**src/rtl/fifo_client_pkg.sv**
```systemverilog
// Shared types and constants for the FIFO client: state encodings, op codes,
// the transfer-length limit and the length clamp helper.
package fifo_client_pkg;

  typedef enum logic [1:0] {
    S_IDLE  = 2'b00,
    S_ISSUE = 2'b01,
    S_WAIT  = 2'b10,
    S_DONE  = 2'b11
  } state_t;

  localparam logic OP_WRITE = 1'b0;
  localparam logic OP_READ  = 1'b1;
  localparam int   MAX_LEN  = 8;

  function automatic logic [3:0] clamp_len(input logic [3:0] len);
    return (len > 4'(MAX_LEN)) ? 4'(MAX_LEN) : len;
  endfunction

endpackage

```
**src/rtl/fifo_client_if.sv**
```systemverilog
// FIFO handshake bundle: enables and write data from the client, status flags,
// registered responses and read data from the FIFO.
interface fifo_client_if #(parameter int DATA_WIDTH = 32);

  logic                  wr_en;
  logic                  rd_en;
  logic [DATA_WIDTH-1:0] din;
  logic [DATA_WIDTH-1:0] dout;
  logic                  full;
  logic                  empty;
  logic                  wr_ack;
  logic                  wr_err;
  logic                  rd_ack;
  logic                  rd_err;

  modport master (
    output wr_en, rd_en, din,
    input  full, empty, wr_ack, wr_err, rd_ack, rd_err, dout
  );

  modport slave (
    input  wr_en, rd_en, din,
    output full, empty, wr_ack, wr_err, rd_ack, rd_err, dout
  );

endinterface

```
**src/rtl/fifo_client_ns.sv**
```systemverilog
// Combinational next-state and strobe decode for the FIFO client FSM.
// Optional FIFO_CLIENT_PRECHECK_EN: hold in ISSUE while the target flag blocks.
//   state   | meaning
//   S_IDLE  | waiting for start
//   S_ISSUE | drive one enable
//   S_WAIT  | sample ack/err of previous enable
//   S_DONE  | one-cycle completion pulse
module fifo_client_ns
  import fifo_client_pkg::*;
(
  input  state_t     i_state,
  input  logic       i_start,
  input  logic [3:0] i_len,
  input  logic       i_op,
  input  logic [3:0] i_len_q,
  input  logic [3:0] i_xfer_cnt,
  input  logic       i_abort,
  input  logic       i_wr_ack,
  input  logic       i_wr_err,
  input  logic       i_rd_ack,
  input  logic       i_rd_err,
  input  logic       i_full,
  input  logic       i_empty,
  output state_t     o_next_state,
  output logic       o_issue,
  output logic       o_cnt_inc,
  output logic       o_set_err,
  output logic       o_rd_capture
);

  logic       w_ack;
  logic       w_nak;
  logic       w_blocked;
  logic [3:0] w_cnt_next;

  assign w_ack      = (i_op == OP_READ) ? i_rd_ack : i_wr_ack;
  assign w_nak      = (i_op == OP_READ) ? i_rd_err : i_wr_err;
  assign w_cnt_next = i_xfer_cnt + 4'd1;

`ifdef FIFO_CLIENT_PRECHECK_EN
  assign w_blocked = (i_op == OP_WRITE) ? i_full : i_empty;
`else
  logic w_unused_flags;
  assign w_unused_flags = i_full ^ i_empty;
  assign w_blocked      = 1'b0;
`endif

  always_comb begin
    o_next_state = i_state;
    o_issue      = 1'b0;
    o_cnt_inc    = 1'b0;
    o_set_err    = 1'b0;
    o_rd_capture = 1'b0;
    case (i_state)
      S_IDLE: begin
        if (i_start) o_next_state = (i_len == 4'd0) ? S_DONE : S_ISSUE;
      end
      S_ISSUE: begin
        if (i_abort) begin
          o_next_state = S_DONE;
          o_set_err    = 1'b1;
        end else if (!w_blocked) begin
          o_issue      = 1'b1;
          o_next_state = S_WAIT;
        end
      end
      S_WAIT: begin
        // err beats ack; silence is treated as an error too
        if (w_nak || !w_ack) begin
          o_set_err    = 1'b1;
          o_next_state = S_DONE;
        end else begin
          o_cnt_inc    = 1'b1;
          o_rd_capture = (i_op == OP_READ);
          o_set_err    = i_abort;
          o_next_state = (i_abort || (w_cnt_next == i_len_q)) ? S_DONE : S_ISSUE;
        end
      end
      S_DONE: o_next_state = S_IDLE;
      default: o_next_state = S_IDLE;
    endcase
  end

endmodule

```
**src/rtl/fifo_client.sv**
```systemverilog
// Command-driven master for the 8-entry FIFO: issues up to MAX_LEN single-beat
// transfers, one outstanding at a time. Optional macro: FIFO_CLIENT_PRECHECK_EN.
module fifo_client
  import fifo_client_pkg::*;
#(
  parameter int DATA_WIDTH = 32
) (
  input  logic                  clk,
  input  logic                  reset_n,
  input  logic                  i_start,
  input  logic                  i_op,
  input  logic [3:0]            i_len,
  input  logic [DATA_WIDTH-1:0] i_wr_seed,
  input  logic                  i_abort,
  fifo_client_if.master         fifo,
  output logic                  o_busy,
  output logic                  o_done,
  output logic                  o_err,
  output logic [3:0]            o_xfer_cnt,
  output logic [DATA_WIDTH-1:0] o_rd_data,
  output logic                  o_rd_valid
);

  state_t                r_state;
  logic                  r_op;
  logic [3:0]            r_len;
  logic [DATA_WIDTH-1:0] r_seed;
  logic [3:0]            r_xfer_cnt;
  logic                  r_err;
  logic [DATA_WIDTH-1:0] r_rd_data;
  logic                  r_rd_valid;

  state_t w_next_state;
  logic   w_issue;
  logic   w_cnt_inc;
  logic   w_set_err;
  logic   w_rd_capture;
  logic   w_accept;

  assign w_accept = (r_state == S_IDLE) && i_start;

  fifo_client_ns u_ns (
    .i_state      (r_state),
    .i_start      (i_start),
    .i_len        (i_len),
    .i_op         (r_op),
    .i_len_q      (r_len),
    .i_xfer_cnt   (r_xfer_cnt),
    .i_abort      (i_abort),
    .i_wr_ack     (fifo.wr_ack),
    .i_wr_err     (fifo.wr_err),
    .i_rd_ack     (fifo.rd_ack),
    .i_rd_err     (fifo.rd_err),
    .i_full       (fifo.full),
    .i_empty      (fifo.empty),
    .o_next_state (w_next_state),
    .o_issue      (w_issue),
    .o_cnt_inc    (w_cnt_inc),
    .o_set_err    (w_set_err),
    .o_rd_capture (w_rd_capture)
  );

  always_ff @(posedge clk or negedge reset_n) begin
    if (!reset_n) begin
      r_state <= S_IDLE;
    end else begin
      r_state <= w_next_state;
    end
  end

  always_ff @(posedge clk or negedge reset_n) begin
    if (!reset_n) begin
      r_op   <= OP_WRITE;
      r_len  <= 4'd0;
      r_seed <= '0;
    end else if (w_accept) begin
      r_op   <= i_op;
      r_len  <= clamp_len(i_len);
      r_seed <= i_wr_seed;
    end
  end

  // count and err hold through IDLE; only an accepted start clears them
  always_ff @(posedge clk or negedge reset_n) begin
    if (!reset_n) begin
      r_xfer_cnt <= 4'd0;
      r_err      <= 1'b0;
    end else if (w_accept) begin
      r_xfer_cnt <= 4'd0;
      r_err      <= 1'b0;
    end else begin
      if (w_cnt_inc) r_xfer_cnt <= r_xfer_cnt + 4'd1;
      if (w_set_err) r_err      <= 1'b1;
    end
  end

  always_ff @(posedge clk or negedge reset_n) begin
    if (!reset_n) begin
      r_rd_data  <= '0;
      r_rd_valid <= 1'b0;
    end else begin
      r_rd_valid <= w_rd_capture;
      if (w_rd_capture) r_rd_data <= fifo.dout;
    end
  end

  assign fifo.wr_en = w_issue && (r_op == OP_WRITE);
  assign fifo.rd_en = w_issue && (r_op == OP_READ);
  assign fifo.din   = ((r_state == S_ISSUE) && (r_op == OP_WRITE)) ?
                      (r_seed + DATA_WIDTH'(r_xfer_cnt)) : '0;

  assign o_busy     = (r_state == S_ISSUE) || (r_state == S_WAIT);
  assign o_done     = (r_state == S_DONE);
  assign o_err      = r_err;
  assign o_xfer_cnt = r_xfer_cnt;
  assign o_rd_data  = r_rd_data;
  assign o_rd_valid = r_rd_valid;

endmodule

```
**src/flat_wrapper.sv**
```systemverilog
// flat-port wrapper written by rule: the top's interface ports become plain ports
module fifo_client_flat import fifo_client_pkg::*;
#(
  parameter int DATA_WIDTH = 32
)
  (clk, reset_n, i_start, i_op, i_len, i_wr_seed, i_abort, o_busy, o_done, o_err, o_xfer_cnt, o_rd_data, o_rd_valid, fifo_wr_en, fifo_rd_en, fifo_din, fifo_full, fifo_empty, fifo_wr_ack, fifo_wr_err, fifo_rd_ack, fifo_rd_err, fifo_dout);
  fifo_client_if #(.DATA_WIDTH(DATA_WIDTH)) fifo_i ();
  input  logic clk;
  input  logic reset_n;
  input  logic i_start;
  input  logic i_op;
  input  logic [3:0] i_len;
  input  logic [DATA_WIDTH-1:0] i_wr_seed;
  input  logic i_abort;
  output logic o_busy;
  output logic o_done;
  output logic o_err;
  output logic [3:0] o_xfer_cnt;
  output logic [DATA_WIDTH-1:0] o_rd_data;
  output logic o_rd_valid;
  output wire logic [$bits(fifo_i.wr_en)-1:0] fifo_wr_en;
  output wire logic [$bits(fifo_i.rd_en)-1:0] fifo_rd_en;
  output wire logic [$bits(fifo_i.din)-1:0] fifo_din;
  input wire logic [$bits(fifo_i.full)-1:0] fifo_full;
  input wire logic [$bits(fifo_i.empty)-1:0] fifo_empty;
  input wire logic [$bits(fifo_i.wr_ack)-1:0] fifo_wr_ack;
  input wire logic [$bits(fifo_i.wr_err)-1:0] fifo_wr_err;
  input wire logic [$bits(fifo_i.rd_ack)-1:0] fifo_rd_ack;
  input wire logic [$bits(fifo_i.rd_err)-1:0] fifo_rd_err;
  input wire logic [$bits(fifo_i.dout)-1:0] fifo_dout;
  assign fifo_wr_en = fifo_i.wr_en;
  assign fifo_rd_en = fifo_i.rd_en;
  assign fifo_din = fifo_i.din;
  assign fifo_i.full = fifo_full;
  assign fifo_i.empty = fifo_empty;
  assign fifo_i.wr_ack = fifo_wr_ack;
  assign fifo_i.wr_err = fifo_wr_err;
  assign fifo_i.rd_ack = fifo_rd_ack;
  assign fifo_i.rd_err = fifo_rd_err;
  assign fifo_i.dout = fifo_dout;
  fifo_client #(.DATA_WIDTH(DATA_WIDTH)) u_core (.clk(clk), .reset_n(reset_n), .i_start(i_start), .i_op(i_op), .i_len(i_len), .i_wr_seed(i_wr_seed), .i_abort(i_abort), .fifo(fifo_i), .o_busy(o_busy), .o_done(o_done), .o_err(o_err), .o_xfer_cnt(o_xfer_cnt), .o_rd_data(o_rd_data), .o_rd_valid(o_rd_valid));
endmodule
```
**config.mk**
```make
export PLATFORM = sky130hd
export DESIGN_NAME = fifo_client_flat
export DESIGN_NICKNAME = d
export VERILOG_FILES = /design/src/rtl/fifo_client_pkg.sv /design/src/rtl/fifo_client_if.sv /design/src/rtl/fifo_client_ns.sv /design/src/rtl/fifo_client.sv /design/src/flat_wrapper.sv
export SDC_FILE = /design/constraint.sdc
export NUM_CORES = 1
export LEC_CHECK = 0
export CAP_MARGIN = 5
export CORE_UTILIZATION = 49
export DETAILED_ROUTE_END_ITERATION = 12
export PLACE_DENSITY = 0.95
export REMOVE_ABC_BUFFERS = 1
export SETUP_SLACK_MARGIN = 0.05
export SYNTH_ARGS = -nofsm -noshare
export SYNTH_HDL_FRONTEND = slang
export SYNTH_SLANG_ARGS = --single-unit
```
**constraint.sdc**
```tcl
create_clock -name clk -period 5.9 [get_ports clk]
set_clock_uncertainty 0.1 [all_clocks]
set_input_delay 0.59 -clock clk [delete_from_list [all_inputs] [get_ports clk]]
set_output_delay 0.59 -clock clk [all_outputs]
set_load 0.02 [all_outputs]
```
# Word-level counts from Yosys, hierarchy flattened
# Index checks and enable logic that the tools add are counted.
# op_classes
addsub	2
order_cmp	1
n_eq_ne	5
n_mux	23
n_bitwise	1
reduce_logical	12
# ops
op	n
$add 32x4->32	1
$mux 32	1
$mux 1	13
$mux 4	3
$mux 2	4
$pmux 2 s4	1
$add 4x1->4 const B	1
$eq 2x2->1 const B	2
$eq 4x4->1	1
$gt 4x4->1 const B	1
$logic_and 1x1->1	4
$logic_not 4->1	1
$reduce_bool 2->1	2
$logic_or 1x1->1	3
$eq 2x1->1 const B	1
$logic_not 2->1	1
$ne 2x2->1 const B	1
$pmux 1 s2	1
$logic_not 1->1	1
$not 1->1	1
# totals
regBits	77
inputBits	79
output_inout_bits	74
elab_cells	52

# Logic depth before layout (Yosys ltp)
# Gate-level depths: netlist (run 1).
# depth
word_depth	7
ltp_mapped	8
mapped_depth_nobuf	6

# By module
# Synthesis (run 1) repeated with hierarchy kept, for this count alone.
# hier_totals
cells_unflattened	371
hier_area_um2	4126.5
# modules_own_cells
mod	n_inst	cells_per_inst	area_each_um2
fifo_client	1	339	3888.7
fifo_client_ns	1	32	237.7

# Worst setup path before layout (run 1)
# No wires, ideal clock.
# synth_path
path_type	reg-to-output
from	register u_core.r_xfer_cnt[0], in the netlist u_core.o_xfer_cnt[0]
to	output port fifo_din[18]
arrival_ps	2334
required_time_ps	5210
setup_slack_ps	2876
path_stages_with_launch	8
cell_sequence	dfrtp_1 > ha_1 > fa_1 > nand3_1 > and2_1 > clkbuf_1 > or4_1 > a21oi_1
# synth_via
elab_chain_len	2
# synth_rtl
element	line	source
start, declared	fifo_client.sv:28	logic [3:0] r_xfer_cnt;
start signal, assigned	fifo_client.sv:92	if (w_cnt_inc) r_xfer_cnt <= r_xfer_cnt + 4'd1;
$add 32x4->32	fifo_client.sv:110	(r_seed + DATA_WIDTH'(r_xfer_cnt)) : '0;
$mux 32	fifo_client.sv:109	assign fifo.din = ((r_state == S_ISSUE) && (r_op == OP_WRITE)) ?
end, declared	flat_wrapper.sv:23	output wire logic [$bits(fifo_i.din)-1:0] fifo_din;
# No other way between the ends.

# Final worst setup path (run 1)
# layout_path
from	register u_core.r_xfer_cnt[0], in the netlist u_core.o_xfer_cnt[0]
to	output port fifo_din[14]
# The elaborated chain is that of the path after synthesis.

==> impl_metrics.json, run 1 <==
{
  "max_cap_viol_count": 0,
  "grt_pass1_vias": 3800,
  "setup_viol_count_final": 0,
  "ctsHoldBuffers": 0,
  "die_w_um": 94.90,
  "cts.sinks": 77,
  "dp_hpwl_mm": 8.021,
  "p_int_mw": 1.637,
  "pwr-share-seq_pct": 36.6,
  "drt_wl_total_mm": 10.88,
  "grt_pass1_wl_mm": 17.65,
  "syn2layout_area_growth_pct": 40.95,
  "p_switching_mw": 1.099,
  "fin_nets": 674,
  "via_per_inst": 5.522,
  "p_leak_nw": 2.610,
  "synth_commonest_cells": "nand2_1 (120), dfrtp_1 (77), mux2_2 (34)",
  "grt_max_degree": 78,
  "crit_required_ns": 5.21,
  "drt_pre_antenna_iters": 4,
  "multi_input_area_um2": 2163,
  "overflow": 0,
  "antenna_found_initial": 0,
  "synth.avg_cell_area_um2": 9.568,
  "syn_area_um2": 4229,
  "cts_tree": "built",
  "swShare_pct": 40.18,
  "yosys_register_bits": 77,
  "end_kind": "output port",
  "p_clk_share_pct": 14.8,
  "routed-via-count": 3827,
  "synth_edf_count": 0,
  "htree_levels": 3,
  "wire_per_inst_um": 15.69,
  "period_needed_ns": 3.840,
  "ys.flop_type": "dfrtp_1",
  "port_buffers": 150,
  "final.setup.tns_ns": 0,
  "initial_core_util_pct": 50.96,
  "run_status": "finished clean",
  "finalHoldViolations": 0,
  "ys_warn_count": 0,
  "grtUsageTotal_pct": 25.05,
  "fmax_ghz": 0.2604,
  "critical_path_class": "flip-flop to output port",
  "cp.arrival_ns": 3.15,
  "reg2reg_depth": 5,
  "cts_buffer_depth": 2,
  "postCtsSetupBuffers": 0,
  "rows": 33,
  "rsz0062_at_grt": "no",
  "combPwrFrac_pct": 48.6,
  "yosysMostFrequentCell": "nand2_1",
  "postSynth.asyncResetShare_pct": 100.0,
  "startpoint_type": "flip-flop",
  "place_congestion": 0.7961,
  "synthTopCellsByArea": "dfrtp_1 (46%), nand2_1 (11%), mux2_2 (9.1%)",
  "worst_slack_ns": 2.060,
  "fillers": 597,
  "io_pins": 153,
  "placedCellCount": 678,
  "drive_gt1_share_pct": 10.54,
  "worst_pin_slew_ns": 0.9855,
  "hold_class": "primary input to asynchronous set/reset pin",
  "synth_top_cell_by_area": "dfrtp_1",
  "drcViolationCount": 0,
  "root_buffer": "clkbuf_8",
  "regArea_um2": 1927,
  "slew_violations": 0,
  "ys_seq_area_share_pct": 45.56,
  "finish.utilization_pct": 71.82,
  "power_density_nw_per_um2": 459.0,
  "ant_nets": 0,
  "path_clk_slew_ns": 0.08,
  "place_ws_ns": 2.432,
  "peakVddDrop_uv": 295.3,
  "die_area_um2": 9006,
  "fp.dieH_um": 94.90,
  "relSlewSlack_pct": 34.30,
  "n_antenna_cell": 0,
  "fin_cells": 693,
  "drtIter0Drc": 159,
  "core_um2": 8299,
  "cts_resized": 0,
  "yosysTopAreaCellShare_pct": 45.56,
  "clock_latency_ns": 0.33,
  "synth_cell_types": 55,
  "whs_ns": 0.3113,
  "path_max_fanout": 11,
  "cts_buffers": 9,
  "syn_inst": 442,
  "final.period_utilization_pct": 65.09
}
-- worst max-delay path: stages (launching register included) --
cell and delay, ns:
dfrtp_1 0.47, ha_1 0.28, fa_1 0.24, nand3_1 0.18
and2_1 0.32, or4_1 0.54, a21oi_1 0.16, clkdlybuf4s50_1 0.63
-- power groups by stage --
stage,registers [mW],clock network [mW],logic (mW)
after floorplan,1.06,0,0.681
after global placement,0.979,0,1.29
after detailed placement,1.00,0,1.33
after CTS,0.995,0.412,1.34
after global routing,1.04,0.433,1.45
final,1.00,0.405,1.33
-- metal layers --
layer,up-vias,routed length [um],track usage (%)
met4,0,134,8.333
met5,-,0,0
met1,1819,4492,30.19
met2,163,5329,43.05
met3,12,920,6.844
li1,1833,-,-
-- final cells by class --
class | count | share of cell area, %
Clock buffer | 11 | 2.540
Clock inverter | 4 | 0.7976
Inverter | 5 | 0.3149
Multi-Input combinational cell | 338 | 36.29
Sequential cell | 77 | 32.33
Tap cell | 105 | 2.204
Timing Repair Buffer | 153 | 25.52
-- flip-flops by register name, indices dropped and copies added (netlist names) --
signal and count:
u_core.o_err 1, u_core.o_xfer_cnt 4, u_core.o_rd_data 32, u_core.r_seed 32, u_core.r_state 2, u_core.r_op 1
u_core.o_rd_valid 1, u_core.r_len 4
-- metrics by stage --
step	total power, mW	cell area (um^2)
global route	2.916	5961
floorplan	1.744	4109
finish	2.736	5961
global placement	2.271	5762
detailed placement	2.332	5762
CTS	2.743	5961
-- kinds of logic (layout without fill, tap and decap cells) --
| group | count (synthesis) | in the layout | share of synthesized area (%) |
|---|---|---|---|
| multiplexers | 41 | 41 | 10.71 |
| flip-flops | 77 | 77 | 45.56 |
| adder cells (fa/ha/maj) | 11 | 11 | 3.432 |
| AND/OR/NAND/NOR | 205 | 205 | 23.82 |
| AO/OA/AOI/OAI | 68 | 68 | 10.50 |
| XOR/XNOR | 13 | 13 | 2.692 |
| buffers and inverters | 27 | 173 | 3.284 |
-- path summary, 6_finish.rpt --
path | start | endpoint | slack (ns)
setup / recovery | u_core.o_xfer_cnt[0] | fifo_din[14] | 2.06
hold / removal | reset_n | u_core.r_seed[23] | 0.31
hold reg to reg | u_core.o_rd_data[31] | u_core.o_rd_data[31] | 0.38
max in group asynchronous | reset_n | u_core.o_rd_data[8] | 4.74
setup reg to reg | u_core.r_state[0] | u_core.r_len[3] | 3.38
min in group clk | u_core.o_rd_data[31] | u_core.o_rd_data[31] | 0.38
-- cells in the final DEF, fill, tap and decap left out, types with 11 or more instances in the layout --
master           Yosys  final
clkdlybuf4s50_1      0    149
o21ai_0             11     11
nand2_1            120    120
nand3_1             11     11
clkbuf_8             1     11
dfrtp_1             77     77
mux2_2              34     34
a21oi_1             22     22
nor2_1              16     16
Note: power is estimated with default switching activity, not from simulation.
==> inputs of run 2 (changes only) <==
--- a/config.mk
+++ b/config.mk
@@ -6,9 +6,9 @@
 export NUM_CORES = 1
 export LEC_CHECK = 0
 export CAP_MARGIN = 5
-export CORE_UTILIZATION = 49
+export CORE_UTILIZATION = 45
 export DETAILED_ROUTE_END_ITERATION = 12
-export PLACE_DENSITY = 0.95
+export PLACE_DENSITY = 0.89
 export REMOVE_ABC_BUFFERS = 1
 export SETUP_SLACK_MARGIN = 0.05
 export SYNTH_ARGS = -nofsm -noshare
==> constraint.sdc (replaced) <==
create_clock -name clk -period 4 [get_ports clk]
set_clock_uncertainty 0.1 [all_clocks]
set_input_delay 0.4 -clock clk [delete_from_list [all_inputs] [get_ports clk]]
set_output_delay 0.4 -clock clk [all_outputs]
set_load 0.02 [all_outputs]
==> run 2 against run 1 <==
Register-to-register slack lost 1.8 ns. Largest power group unchanged. Die area grew 8.7%. Clock power grew 60%. Utilization shrank 6.5 points. Clock-buffer cell count shrank 2. Highest routed layer unchanged. Critical path depth is the same. Global-route usage shrank 2.0 points.
==> impl_metrics.json, run 2 (synthesis results as in run 1) <==
{
  "run_status": "finished clean",
  "antenna_found_initial": 0,
  "peakVddDrop_uv": 353.9,
  "combPwrFrac_pct": 48.2,
  "ant_nets": 0,
  "startpoint_type": "flip-flop",
  "fmax_ghz": 0.2734,
  "via_per_inst": 5.417,
  "highest_layer": "met4",
  "grt_max_degree": 78,
  "dr_wl_met2_mm": 5.319,
  "cts_resized": 0,
  "total_power_mw": 4.082,
  "slew_violations": 0,
  "cts_buffers": 9,
  "p_int_mw": 2.444,
  "fp.dieH_um": 98.94,
  "finalHoldViolations": 0,
  "regArea_um2": 1927,
  "fillers": 732,
  "cts.sinks": 77,
  "pwr-share-seq_pct": 36.0,
  "grtUsageTotal_pct": 23.03,
  "p_leak_nw": 2.614,
  "swShare_pct": 40.13,
  "drtIter0Drc": 124,
  "drcViolationCount": 0,
  "htree_levels": 3,
  "drt_pre_antenna_iters": 4,
  "cp.arrival_ns": 3.16,
  "cts_buffer_depth": 2,
  "m1WireLength_mm": 4.484,
  "core_um2": 9153,
  "met3_length_mm": 1.033,
  "root_buffer": "clkbuf_8",
  "critical_path_class": "flip-flop to output port",
  "syn2layout_area_growth_pct": 41.48,
  "relSlewSlack_pct": 35.49,
  "die_w_um": 98.94,
  "clock_latency_ns": 0.34,
  "rsz0062_at_grt": "no",
  "port_buffers": 150,
  "grt_pass1_wl_mm": 17.75,
  "final.setup.tns_ns": 0,
  "die_area_um2": 9789,
  "mostFrequentLayoutCells": "clkdlybuf4s50_1 (149), nand2_1 (120), dfrtp_1 (77), mux2_2 (34), a21oi_1 (22)",
  "layout_commonest_cell": "clkdlybuf4s50_1",
  "final.period_utilization_pct": 91.46,
  "dp_hpwl_mm": 8.020,
  "routed-via-count": 3792,
  "wire_per_inst_um": 15.62,
  "cts_tree": "built",
  "place_congestion": 0.8576,
  "grt_pass1_vias": 3778,
  "fin_nets": 674,
  "ctsHoldBuffers": 0,
  "drive_gt1_share_pct": 10.70,
  "drt_wl_total_mm": 10.93,
  "postCtsSetupBuffers": 0,
  "io_pins": 153,
  "path_clk_slew_ns": 0.08,
  "n_antenna_cell": 0,
  "worst_pin_slew_ns": 0.9677,
  "period_needed_ns": 3.658,
  "setup_viol_count_final": 0,
  "initial_core_util_pct": 46.21,
  "p_clk_share_pct": 15.8,
  "multi_input_area_um2": 2163,
  "max_cap_viol_count": 0,
  "power_density_nw_per_um2": 682.3,
  "end_kind": "output port",
  "hold_class": "primary input to asynchronous set/reset pin",
  "p_switching_mw": 1.638,
  "overflow": 0,
  "path_max_fanout": 11,
  "crit_required_ns": 3.50,
  "rows": 35
}
run 2: cell count changes in the layout (fill, tap and decap cells not counted), sizes merged:
cell / before / now
bufinv: 1 / 2
clkinvlp: 1 / 2
clkbuf: 11 / 9
clkinv: 2 / 3
run 2: metal layers:
layer | vias to the layer above | global-route usage (%)
li1 | 1834 | -
met1 | 1789 | 27.84
met2 | 160 | 39.21
met3 | 9 | 7.163
met4 | 0 | 7.348
met5 | - | 0
run 2: through the flow:
step	hold WS, ns	cells	instance area [um^2]	util (%)	worst slack [ns]
2_1_floorplan	0.004409	420	4109	-	1.259
3_3_place_gp	0.3572	684	5769	63.03	0.8031
3_5_place_dp	0.3612	684	5769	63.03	0.7154
4_1_cts	0.1401	700	5983	65.37	0.3294
5_1_grt	0.1803	700	5983	65.37	0.1847
6_report	0.08770	700	5983	65.37	0.3417
run 2: path summary, 6_finish.rpt:
| path | start | end | slack [ns] | cells after the start |
|---|---|---|---|---|
| max | u_core.o_xfer_cnt[0] | fifo_din[18] | 0.34 | 7 |
| min | reset_n | u_core.r_seed[17] | 0.09 | 1 |
| max reg2reg | u_core.r_state[0] | u_core.o_rd_data[28] | 1.55 | 7 |
| min reg2reg | u_core.o_rd_data[11] | u_core.o_rd_data[11] | 0.38 | 2 |
| max in group asynchronous | reset_n | u_core.r_seed[0] | 3.07 | 1 |
| min in group clk | u_core.o_rd_data[11] | u_core.o_rd_data[11] | 0.38 | 2 |
run 2: power by group through the flow:
stage | combinational (mW) | sequential [mW] | clock, mW
after detailed placement | 1.97 | 1.48 | 0
after CTS | 1.98 | 1.47 | 0.665
after floorplan | 1.00 | 1.57 | 0
final | 1.97 | 1.47 | 0.646
after global placement | 1.90 | 1.45 | 0
after global routing | 2.14 | 1.52 | 0.691
run 2: worst max-delay path: stages (launching register included):
cell             delay, ns
dfrtp_1               0.46
ha_1                  0.26
fa_1                  0.24
nand3_1               0.17
and2_1                0.31
or4_1                 0.55
a21oi_1               0.18
clkdlybuf4s50_1       0.64
run 2: layout make-up:
| type | instances | area share, % |
|---|---|---|
| clock buffers | 9 | 2.070 |
| clock inverters | 7 | 1.506 |
| inverters | 5 | 0.3137 |
| multi-input cells | 338 | 36.16 |
| flip-flops and latches | 77 | 32.20 |
| well taps | 111 | 2.321 |
| repair buffers | 153 | 25.43 |
==> inputs of run 3 (changes only) <==
--- a/config.mk
+++ b/config.mk
@@ -6,9 +6,9 @@
 export NUM_CORES = 1
 export LEC_CHECK = 0
 export CAP_MARGIN = 5
-export CORE_UTILIZATION = 45
+export CORE_UTILIZATION = 41
 export DETAILED_ROUTE_END_ITERATION = 12
-export PLACE_DENSITY = 0.89
+export PLACE_DENSITY = 0.85
 export REMOVE_ABC_BUFFERS = 1
 export SETUP_SLACK_MARGIN = 0.05
 export SYNTH_ARGS = -nofsm -noshare
==> constraint.sdc (replaced) <==
create_clock -name clk -period 3.03 [get_ports clk]
set_clock_uncertainty 0.1 [all_clocks]
set_input_delay 0.303 -clock clk [delete_from_list [all_inputs] [get_ports clk]]
set_output_delay 0.303 -clock clk [all_outputs]
set_load 0.02 [all_outputs]
==> run 3 against run 2 <==
Sequential share of layout area down 0.46 points. Setup slack worse by 0.14 ns. Wire length up 1.5%. Die area up 9.6%. Flip-flop and latch count unchanged. Total power up 28%. Cell count up 4.6%. Via count up 1.1%. Utilization down 3.8 points. First-iteration DRC count up 11%. Register-to-register slack worse by 0.91 ns.
==> impl_metrics.json, run 3 (synthesis results as in run 1) <==
{
  "clock_latency_ns": 0.33,
  "peakVddDrop_uv": 446.7,
  "path_clk_slew_ns": 0.07,
  "via_per_inst": 5.235,
  "io_pins": 153,
  "fin_nets": 685,
  "die_w_um": 103.6,
  "fp.dieH_um": 103.6,
  "r2r-end": "u_core.o_rd_data[30]",
  "cts_tree": "built",
  "p_leak_nw": 2.830,
  "wire_per_inst_um": 15.16,
  "antenna_found_initial": 0,
  "grt_pass1_vias": 3869,
  "crit_required_ns": 2.63,
  "place_ws_ns": 0.06376,
  "root_buffer": "clkbuf_8",
  "port_buffers": 150,
  "core_um2": 9864,
  "relSlewSlack_pct": 35.12,
  "dp_hpwl_mm": 8.154,
  "ant_nets": 0,
  "power_density_nw_per_um2": 863.5,
  "placed_area_um2": 5877,
  "cp_num_buf_inv": 1,
  "fmax_ghz": 0.3540,
  "critical_path_class": "flip-flop to output port",
  "critPathLaunch": "u_core.r_seed[3]",
  "met3_length_um": 882,
  "syn2layout_area_growth_pct": 43.55,
  "max_cap_viol_count": 0,
  "initial_core_util_pct": 42.87,
  "whs_ns": 0.02397,
  "routed-via-count": 3832,
  "n_antenna_cell": 0,
  "path_max_fanout": 15,
  "drt_wl_total_mm": 11.10,
  "slowest_stage": "dfrtp_1",
  "final.period_utilization_pct": 93.24,
  "overflow": 0,
  "path_depth": 6,
  "cp.arrival_ns": 2.42,
  "setup_viol_count_final": 0,
  "final.setup.tns_ns": 0,
  "fin_cells": 732,
  "path_delay_family": "compound AO/OA/AOI/OAI gates",
  "die_area_um2": 10720,
  "htree_levels": 3,
  "highest_layer": "met4",
  "drcViolationCount": 0,
  "reg2reg_depth": 7,
  "slew_violations": 0,
  "r2r_setup_slack_ns": 0.64,
  "grt_max_degree": 78,
  "path_cells": "ha_1 -> o21ai_1 -> o21ba_4 -> nor4_2 -> mux2i_1 -> dlygate4sd2_1",
  "endpoint": "fifo_din[21]",
  "worst_slack_ns": 0.2048,
  "ctsHoldBuffers": 0,
  "hold_class": "primary input to asynchronous set/reset pin",
  "worst_pin_slew_ns": 0.9732,
  "grt_pass1_wl_mm": 18.41,
  "period_needed_ns": 2.825,
  "run_status": "finished clean",
  "drt_pre_antenna_iters": 4,
  "cts_buffer_depth": 2,
  "rows": 36,
  "rsz0062_at_grt": "no",
  "end_kind": "output port",
  "grtUsageTotal_pct": 21.34,
  "dr_wl_met2_mm": 5.495,
  "placedCellCount": 715,
  "drtIter0Drc": 138,
  "fin_area_um2": 6071,
  "mostFrequentLayoutCells": "nand2_1 (120), clkdlybuf4s50_1 (120), dfrtp_1 (77), mux2_2 (34), a21oi_1 (20)",
  "startpoint_type": "flip-flop",
  "cts.sinks": 77,
  "cts_buffers": 9,
  "m1WireLength_mm": 4.583,
  "place_congestion": 0.8149,
  "finalHoldViolations": 0,
  "reg2reg_from": "u_core.r_state[0]",
  "drive_gt1_share_pct": 14.02,
  "cpPeakStageDelay_ns": 0.40
}
## run 3: stage by stage
step | util [%] | power [mW]
3_5_place_dp | 59.58 | 4.601
6_report | 61.54 | 5.242
4_1_cts | 61.50 | 5.277
3_3_place_gp | 59.58 | 4.476
2_1_floorplan | - | 3.397
5_1_grt | 61.54 | 5.614
## run 3: routing by layer
| metal | vias to the layer above | track usage (%) |
|---|---|---|
| li1 | 1851 | - |
| met1 | 1819 | 25.12 |
| met2 | 150 | 36.53 |
| met3 | 12 | 6.797 |
| met4 | 0 | 7.453 |
| met5 | - | 0 |
## run 3: worst register-to-register path: cells and delay by family, from the launching register on
family	cells	cell delay, ns
fa+ha+maj	1	0.30
buf+inv	3	1.10
flops	1	0.43
simple gates	3	0.40
## run 3: what timing repair did
action                                  CTS  global route
endpoints found under the setup margin   27            16
resized for setup                        37            18
pin swaps                                 0             1
setup buffers                             2             0
## run 3: final cells by class
type	count	area, um^2
flip-flops and latches	77	1927
clock buffers	14	172.7
inverters	5	18.77
clock inverters	1	5.005
multi-input cells	338	2212
fillers	823	3794
repair buffers	164	1569
well taps	133	166.4
## run 3: where the power goes
group          internal [mW]  total (mW)  switching, mW
combinational           1.26        2.60           1.34
sequential              1.48        1.93          0.455
clock                  0.360       0.711          0.350
total                   3.10        5.24           2.15
## run 3: worst min-delay path by stage
stage	slack, ns	depth (start not counted)	end
5_1_grt	0.09	1	u_core.r_seed[30]
6_report	0.02	1	u_core.r_seed[30]
2_1_floorplan	-0.09	0	u_core.o_err
3_5_place_dp	0.36	2	u_core.o_rd_data[30]
3_3_place_gp	0.36	2	u_core.o_rd_data[22]
4_1_cts	0.05	1	u_core.r_seed[30]
